### src/rtl/branch_predictor_pkg.sv
// Shared branch definitions: opcode encoding (also used by the execute-stage
// branch comparator), opcode class helpers and the 2-bit counter states.
package branch_predictor_pkg;

    localparam logic [4:0] BR_EQ  = 5'b01000;
    localparam logic [4:0] BR_NE  = 5'b01001;
    localparam logic [4:0] BR_LT  = 5'b01100;
    localparam logic [4:0] BR_GE  = 5'b01101;
    localparam logic [4:0] BR_LTU = 5'b01110;
    localparam logic [4:0] BR_GEU = 5'b01111;
    localparam logic [4:0] BR_JMP = 5'b11111;

    typedef enum logic [1:0] {
        CTR_SNT = 2'b00,
        CTR_WNT = 2'b01,
        CTR_WT  = 2'b10,
        CTR_ST  = 2'b11
    } ctr_state_e;

    function automatic logic is_cond_branch(input logic [4:0] op);
        logic res;
        case (op)
            BR_EQ, BR_NE, BR_LT, BR_GE, BR_LTU, BR_GEU: res = 1'b1;
            default:                                   res = 1'b0;
        endcase
        return res;
    endfunction

    function automatic logic is_branch(input logic [4:0] op);
        return is_cond_branch(op) || (op == BR_JMP);
    endfunction

endpackage

### src/rtl/branch_predictor_if.sv
// Fetch lookup, execute resolution report and status outputs of the predictor.
// master = pipeline side, slave = predictor side.
interface branch_predictor_if #(
    parameter int XLEN  = 32,
    parameter int CNT_W = 16
);
    logic             fetch_valid;
    logic [XLEN-1:0]  fetch_pc;
    logic             pred_valid;
    logic             pred_taken;
    logic             upd_valid;
    logic [XLEN-1:0]  upd_pc;
    logic [4:0]       upd_br_op;
    logic             upd_taken;
    logic             upd_pred_taken;
    logic             mispredict;
    logic [CNT_W-1:0] branch_cnt;
    logic [CNT_W-1:0] mispred_cnt;

    modport master (
        output fetch_valid, fetch_pc,
        output upd_valid, upd_pc, upd_br_op, upd_taken, upd_pred_taken,
        input  pred_valid, pred_taken, mispredict, branch_cnt, mispred_cnt
    );

    modport slave (
        input  fetch_valid, fetch_pc,
        input  upd_valid, upd_pc, upd_br_op, upd_taken, upd_pred_taken,
        output pred_valid, pred_taken, mispredict, branch_cnt, mispred_cnt
    );
endinterface

### src/rtl/branch_predictor_sat_counter2.sv
// Next-state function of a 2-bit saturating direction counter.
module sat_counter2
    import branch_predictor_pkg::*;
(
    input  ctr_state_e state,
    input  logic       taken,
    output ctr_state_e next_state
);

    always_comb begin
        next_state = state;
        case (state)
            CTR_SNT: next_state = taken ? CTR_WNT : CTR_SNT;
            CTR_WNT: next_state = taken ? CTR_WT  : CTR_SNT;
            CTR_WT:  next_state = taken ? CTR_ST  : CTR_WNT;
            CTR_ST:  next_state = taken ? CTR_ST  : CTR_WT;
            default: next_state = state;
        endcase
    end

endmodule

### src/rtl/branch_predictor.sv
// Dynamic branch direction predictor: PC-indexed table of 2-bit counters with
// registered lookup, training from execute, mispredict flag and perf counters.
module branch_predictor
    import branch_predictor_pkg::*;
#(
    parameter int XLEN     = 32,
    parameter int IDX_BITS = 6,
    parameter int CNT_W    = 16
) (
    input logic                clk,
    input logic                rst,
    branch_predictor_if.slave  bus
);

    localparam int ENTRIES = 1 << IDX_BITS;

    ctr_state_e           ctr_table [ENTRIES];
    logic [IDX_BITS-1:0]  fetch_idx;
    logic [IDX_BITS-1:0]  upd_idx;
    ctr_state_e           upd_next;
    ctr_state_e           fetch_ctr;
    logic                 train;
    logic                 upd_mispred;
    logic                 upd_is_branch;

    logic                 pred_valid_q;
    logic                 pred_taken_q;
    logic                 mispredict_q;
    logic [CNT_W-1:0]     branch_cnt_q;
    logic [CNT_W-1:0]     mispred_cnt_q;

    logic                 unused_pc_bits;

    assign fetch_idx = bus.fetch_pc[IDX_BITS+1:2];
    assign upd_idx   = bus.upd_pc[IDX_BITS+1:2];
    assign unused_pc_bits = ^{bus.fetch_pc[XLEN-1:IDX_BITS+2], bus.fetch_pc[1:0],
                              bus.upd_pc[XLEN-1:IDX_BITS+2], bus.upd_pc[1:0]};

    assign train         = bus.upd_valid && is_cond_branch(bus.upd_br_op);
    assign upd_is_branch = bus.upd_valid && is_branch(bus.upd_br_op);

    sat_counter2 u_upd_ctr (
        .state      (ctr_table[upd_idx]),
        .taken      (bus.upd_taken),
        .next_state (upd_next)
    );

    // Write-first: a same-index lookup sees the value being written this edge.
    always_comb begin
        fetch_ctr = ctr_table[fetch_idx];
        if (train && (fetch_idx == upd_idx))
            fetch_ctr = upd_next;
    end

    always_comb begin
        upd_mispred = 1'b0;
        if (bus.upd_valid) begin
            if (is_cond_branch(bus.upd_br_op))
                upd_mispred = (bus.upd_taken != bus.upd_pred_taken);
            else if (bus.upd_br_op == BR_JMP)
                upd_mispred = !bus.upd_pred_taken;
        end
    end

    always_ff @(posedge clk or posedge rst) begin
        if (rst) begin
            for (int i = 0; i < ENTRIES; i++)
                ctr_table[i] <= CTR_WNT;
            pred_valid_q  <= 1'b0;
            pred_taken_q  <= 1'b0;
            mispredict_q  <= 1'b0;
            branch_cnt_q  <= '0;
            mispred_cnt_q <= '0;
        end else begin
            pred_valid_q <= bus.fetch_valid;
            pred_taken_q <= bus.fetch_valid & fetch_ctr[1];
            if (train)
                ctr_table[upd_idx] <= upd_next;
            mispredict_q <= upd_mispred;
            // Perf counters stick at all-ones rather than wrapping.
            if (upd_is_branch && (branch_cnt_q != '1))
                branch_cnt_q <= branch_cnt_q + CNT_W'(1);
            if (upd_mispred && (mispred_cnt_q != '1))
                mispred_cnt_q <= mispred_cnt_q + CNT_W'(1);
        end
    end

    assign bus.pred_valid  = pred_valid_q;
    assign bus.pred_taken  = pred_taken_q;
    assign bus.mispredict  = mispredict_q;
    assign bus.branch_cnt  = branch_cnt_q;
    assign bus.mispred_cnt = mispred_cnt_q;

endmodule

### src/flat_wrapper.sv
// flat-port wrapper written by rule: the top's interface ports become plain ports
module branch_predictor_flat import branch_predictor_pkg::*;
#(
    parameter int XLEN     = 32,
    parameter int IDX_BITS = 6,
    parameter int CNT_W    = 16
)
  (clk, rst, bus_fetch_valid, bus_fetch_pc, bus_upd_valid, bus_upd_pc, bus_upd_br_op, bus_upd_taken, bus_upd_pred_taken, bus_pred_valid, bus_pred_taken, bus_mispredict, bus_branch_cnt, bus_mispred_cnt);
  branch_predictor_if #(.XLEN(XLEN), .CNT_W(CNT_W)) bus_i ();
  input logic clk;
  input logic rst;
  input wire logic [$bits(bus_i.fetch_valid)-1:0] bus_fetch_valid;
  input wire logic [$bits(bus_i.fetch_pc)-1:0] bus_fetch_pc;
  input wire logic [$bits(bus_i.upd_valid)-1:0] bus_upd_valid;
  input wire logic [$bits(bus_i.upd_pc)-1:0] bus_upd_pc;
  input wire logic [$bits(bus_i.upd_br_op)-1:0] bus_upd_br_op;
  input wire logic [$bits(bus_i.upd_taken)-1:0] bus_upd_taken;
  input wire logic [$bits(bus_i.upd_pred_taken)-1:0] bus_upd_pred_taken;
  output wire logic [$bits(bus_i.pred_valid)-1:0] bus_pred_valid;
  output wire logic [$bits(bus_i.pred_taken)-1:0] bus_pred_taken;
  output wire logic [$bits(bus_i.mispredict)-1:0] bus_mispredict;
  output wire logic [$bits(bus_i.branch_cnt)-1:0] bus_branch_cnt;
  output wire logic [$bits(bus_i.mispred_cnt)-1:0] bus_mispred_cnt;
  assign bus_i.fetch_valid = bus_fetch_valid;
  assign bus_i.fetch_pc = bus_fetch_pc;
  assign bus_i.upd_valid = bus_upd_valid;
  assign bus_i.upd_pc = bus_upd_pc;
  assign bus_i.upd_br_op = bus_upd_br_op;
  assign bus_i.upd_taken = bus_upd_taken;
  assign bus_i.upd_pred_taken = bus_upd_pred_taken;
  assign bus_pred_valid = bus_i.pred_valid;
  assign bus_pred_taken = bus_i.pred_taken;
  assign bus_mispredict = bus_i.mispredict;
  assign bus_branch_cnt = bus_i.branch_cnt;
  assign bus_mispred_cnt = bus_i.mispred_cnt;
  branch_predictor #(.XLEN(XLEN), .IDX_BITS(IDX_BITS), .CNT_W(CNT_W)) u_core (.clk(clk), .rst(rst), .bus(bus_i));
endmodule
### config.mk
export PLATFORM = sky130hd
export DESIGN_NAME = branch_predictor_flat
export DESIGN_NICKNAME = d
export VERILOG_FILES = /design/src/rtl/branch_predictor_pkg.sv /design/src/rtl/branch_predictor_if.sv /design/src/rtl/branch_predictor_sat_counter2.sv /design/src/rtl/branch_predictor.sv /design/src/flat_wrapper.sv
export SDC_FILE = /design/constraint.sdc
export NUM_CORES = 1
export LEC_CHECK = 0
export BUFFER_PORTS_ARGS = -buffer_cell sky130_fd_sc_hd__buf_2
export CAP_MARGIN = 20
export CORE_MARGIN = 3
export CORE_UTILIZATION = 55
export DETAILED_ROUTE_END_ITERATION = 12
export GPL_TIMING_DRIVEN = 0
export PLACE_DENSITY = 0.76
export SETUP_SLACK_MARGIN = 0.15
export SYNTH_ARGS = -nofsm -noshare
export SYNTH_HDL_FRONTEND = slang
export SYNTH_SLANG_ARGS = --single-unit
### constraint.sdc
create_clock -name clk -period 6.2 [get_ports clk]
set_input_delay 0.31 -clock clk [delete_from_list [all_inputs] [get_ports clk]]
set_output_delay 0.31 -clock clk [all_outputs]
set_load 0.005 [all_outputs]
==> flow_summary.json <==
{
  "ys.flop_type": "dfrtp_1",
  "cts_tree": "done",
  "outcome": "completed",
  "critical_path_arrival_ps": 3420,
  "wire_per_inst_um": 22.9,
  "power_frac_comb": 0.123,
  "p_int_w": 0.00189,
  "drtPass1Iterations": 5,
  "final_cell_mix": "mux2_2, dfrtp_1, buf_2",
  "hold_path.class": "input pin to asynchronous set/reset pin",
  "n_antenna_cell": 0,
  "drv_slew": 0,
  "antenna_found_initial": 0,
  "p_leak_nw": 4.32,
  "rows": 45,
  "vias": 6287,
  "syn_area_per_cell_um2": 12.4,
  "fp.dieW_um": 131,
  "grt.overflow.total": 0,
  "grt_setup_unrepaired": "false",
  "ir_drop_mv": 0.212,
  "skew_ps": 10.1,
  "path_max_fanout": 10,
  "min_period_ps": 3040,
  "clkTransAtPathRegs_ps": 70,
  "yosysUniqueCellTypes": 55,
  "syn_nets": 768,
  "initial_utilization": 0.563,
  "synth_cells": 691,
  "wl_um": 22600,
  "fin_cells": 988,
  "setup_viol": 0,
  "cp-end-kind": "flip-flop",
  "pin_count": 110,
  "synth-seq-cells": 163,
  "die_h_um": 131,
  "htree_levels": 4,
  "place_inst": 956,
  "crit_type": "input pin to flip-flop",
  "drtIter0Drc": 619,
  "synth_top_family_by_area": "multiplexers",
  "cap_violations": 0,
  "finalSetupTns_ps": 0,
  "gp_congestion": 0.996,
  "synthToLayoutAreaGrowth_pct": 13.6,
  "critPathRequiredTime_ps": 6580,
  "drc_errors": 0,
  "hold_viol": 0,
  "root_buffer": "clkbuf_16",
  "grt_max_degree": 84,
  "fmaxAchievable_mhz": 329,
  "grt_pass1_wl_um": 35500,
  "grt_pass1_vias": 6276,
  "die_area_um2": 17200,
  "slew_headroom": 0.239,
  "dp_hpwl_um": 16200,
  "start_kind": "input pin",
  "synth_xor_xnor_area_share": 0.0377,
  "clkPwrFrac": 0.415,
  "coreArea_um2": 15300,
  "drive_gt1_frac": 0.463,
  "switchingPower_w": 0.000705,
  "cts_sinks": 163,
  "clk_latency_ps": 440,
  "io_buffers": 53,
  "sequentialPowerShare": 0.462,
  "power.density_nw_per_um2": 266,
  "yosysWarnings": 0,
  "synthAdderAreaFrac": 0.00582,
  "synth_area_um2": 8600,
  "synth-simple-area-share": 0.103,
  "clockBufferDepth": 2,
  "final_common_cell": "mux2_2",
  "cts-resized-gates": 0,
  "grt_usage": 0.278,
  "numCtsBuffers": 17,
  "layout.nets": 841,
  "tightest_slew_ps": 1140,
  "final_antenna_net_count": 0,
  "synthMuxAreaShare": 0.281,
  "synth_edf_count": 0,
  "async_reset_ff_frac": 1.00,
  "holdBufCountCts": 0,
  "synth_seq_area_share": 0.484,
  "via_per_inst": 6.36,
  "synth-compound-area-share": 0.0541,
  "fin_crit_sh": 0.490,
  "cts_setup_buffers": 0,
  "swShare": 0.272
}
[kinds of logic (layout without fill, tap and decap cells)]
logic type,Yosys count,in the layout
simple gates,190,190
flops,163,163
fa+ha+maj,4,4
compound gates,58,58
buf+inv,52,138
xor+xnor,37,37
mux,187,187
[final timing paths]
path                                            startpoint                         end  slack, ps  cells past startpoint
max in group asynchronous                              rst        u_core.ctr_table[84]       5310                      3
worst min-delay path                                   rst    u_core.bus.branch_cnt[8]          7                      2
min in group clk                           bus_fetch_valid       u_core.bus.pred_valid         20                      1
worst max-delay path                         bus_upd_pc[4]       u_core.ctr_table[118]       3160                     11
worst max register to register        u_core.ctr_table[47]       u_core.ctr_table[118]       3550                      8
worst min register to register  u_core.bus.mispred_cnt[15]  u_core.bus.mispred_cnt[15]        500                      1
[sequential cells by signal, indices dropped and copies added (netlist names)]
register	count
u_core.bus.mispred_cnt	16
u_core.ctr_table	128
u_core.bus.pred_valid	1
u_core.bus.mispredict	1
u_core.bus.branch_cnt	16
u_core.bus.pred_taken	1
[per-stage QoR]
step | area, um^2 | hold slack, ps | setup slack, ps | utilization | power [W]
after floorplan | 8600 | 341 | 1590 | - | 0.00140
after global placement | 9130 | 455 | 79.6 | 0.598 | 0.00151
after detailed placement | 9160 | 456 | 2900 | 0.600 | 0.00153
after CTS | 9760 | 0.761 | 3370 | 0.640 | 0.00261
after global routing | 9760 | 3.33 | 3090 | 0.640 | 0.00269
final | 9760 | 6.96 | 3160 | 0.640 | 0.00259
[per-layer routing]
metal	GRT usage	up-vias	routed length [um]
li1	-	2696	-
met1	0.375	3160	9020
met2	0.426	372	10600
met3	0.0801	59	2320
met4	0.109	0	677
met5	0	-	0
[cell type report]
cell class | instances | area (um^2)
fillers | 1159 | 5490
flip-flops and latches | 163 | 4160
multi-input cells | 476 | 4140
clock buffers | 18 | 439
repair buffers | 54 | 293
well taps | 211 | 264
plain buffers | 39 | 245
clock inverters | 14 | 166
inverters | 13 | 53.8
[synthesized netlist by cell type (3+ instances only)]
library cell | number | area share
mux2_2 | 143 | 0.19
and3b_1 | 4 | 0.0041
nand4_1 | 11 | 0.0080
dfstp_2 | 64 | 0.20
o221ai_1 | 3 | 0.0031
nand3_1 | 21 | 0.012
nand2_1 | 62 | 0.027
nor2b_1 | 5 | 0.0036
mux4_2 | 28 | 0.073
xor2_1 | 13 | 0.013
a21oi_1 | 4 | 0.0023
buf_6 | 9 | 0.012
mux2_1 | 4 | 0.0052
and3_1 | 7 | 0.0051
mux2i_1 | 10 | 0.012
buf_2 | 15 | 0.0087
a31oi_1 | 4 | 0.0029
buf_4 | 3 | 0.0026
dfrtp_1 | 99 | 0.29
a22oi_1 | 8 | 0.0070
o2111ai_1 | 3 | 0.0031
a221oi_1 | 18 | 0.018
nor3_1 | 7 | 0.0041
o21ai_1 | 3 | 0.0017
o211ai_1 | 4 | 0.0035
inv_1 | 10 | 0.0044
nor3b_1 | 3 | 0.0026
clkbuf_1 | 10 | 0.0044
xnor2_1 | 24 | 0.024
nor2_1 | 56 | 0.024
[worst max-delay path, cell delays in order]
cell      delay [ps]
buf_6            110
buf_6            200
buf_2            340
nor3b_1          960
a21oi_1          160
o211ai_1         140
nand4_1          140
nand4_2          170
maj3_2           360
clkbuf_2         310
mux2_2           210
[power by group through the flow]
stage	clock network (W)	registers, W	logic (W)
global placement	0	0.00121	0.000305
global route	0.00113	0.00121	0.000348
CTS	0.00109	0.00120	0.000319
floorplan	0	0.00120	0.000202
detailed placement	0	0.00121	0.000318
finish	0.00108	0.00120	0.000320
Note: power is estimated with default switching activity, not from simulation.
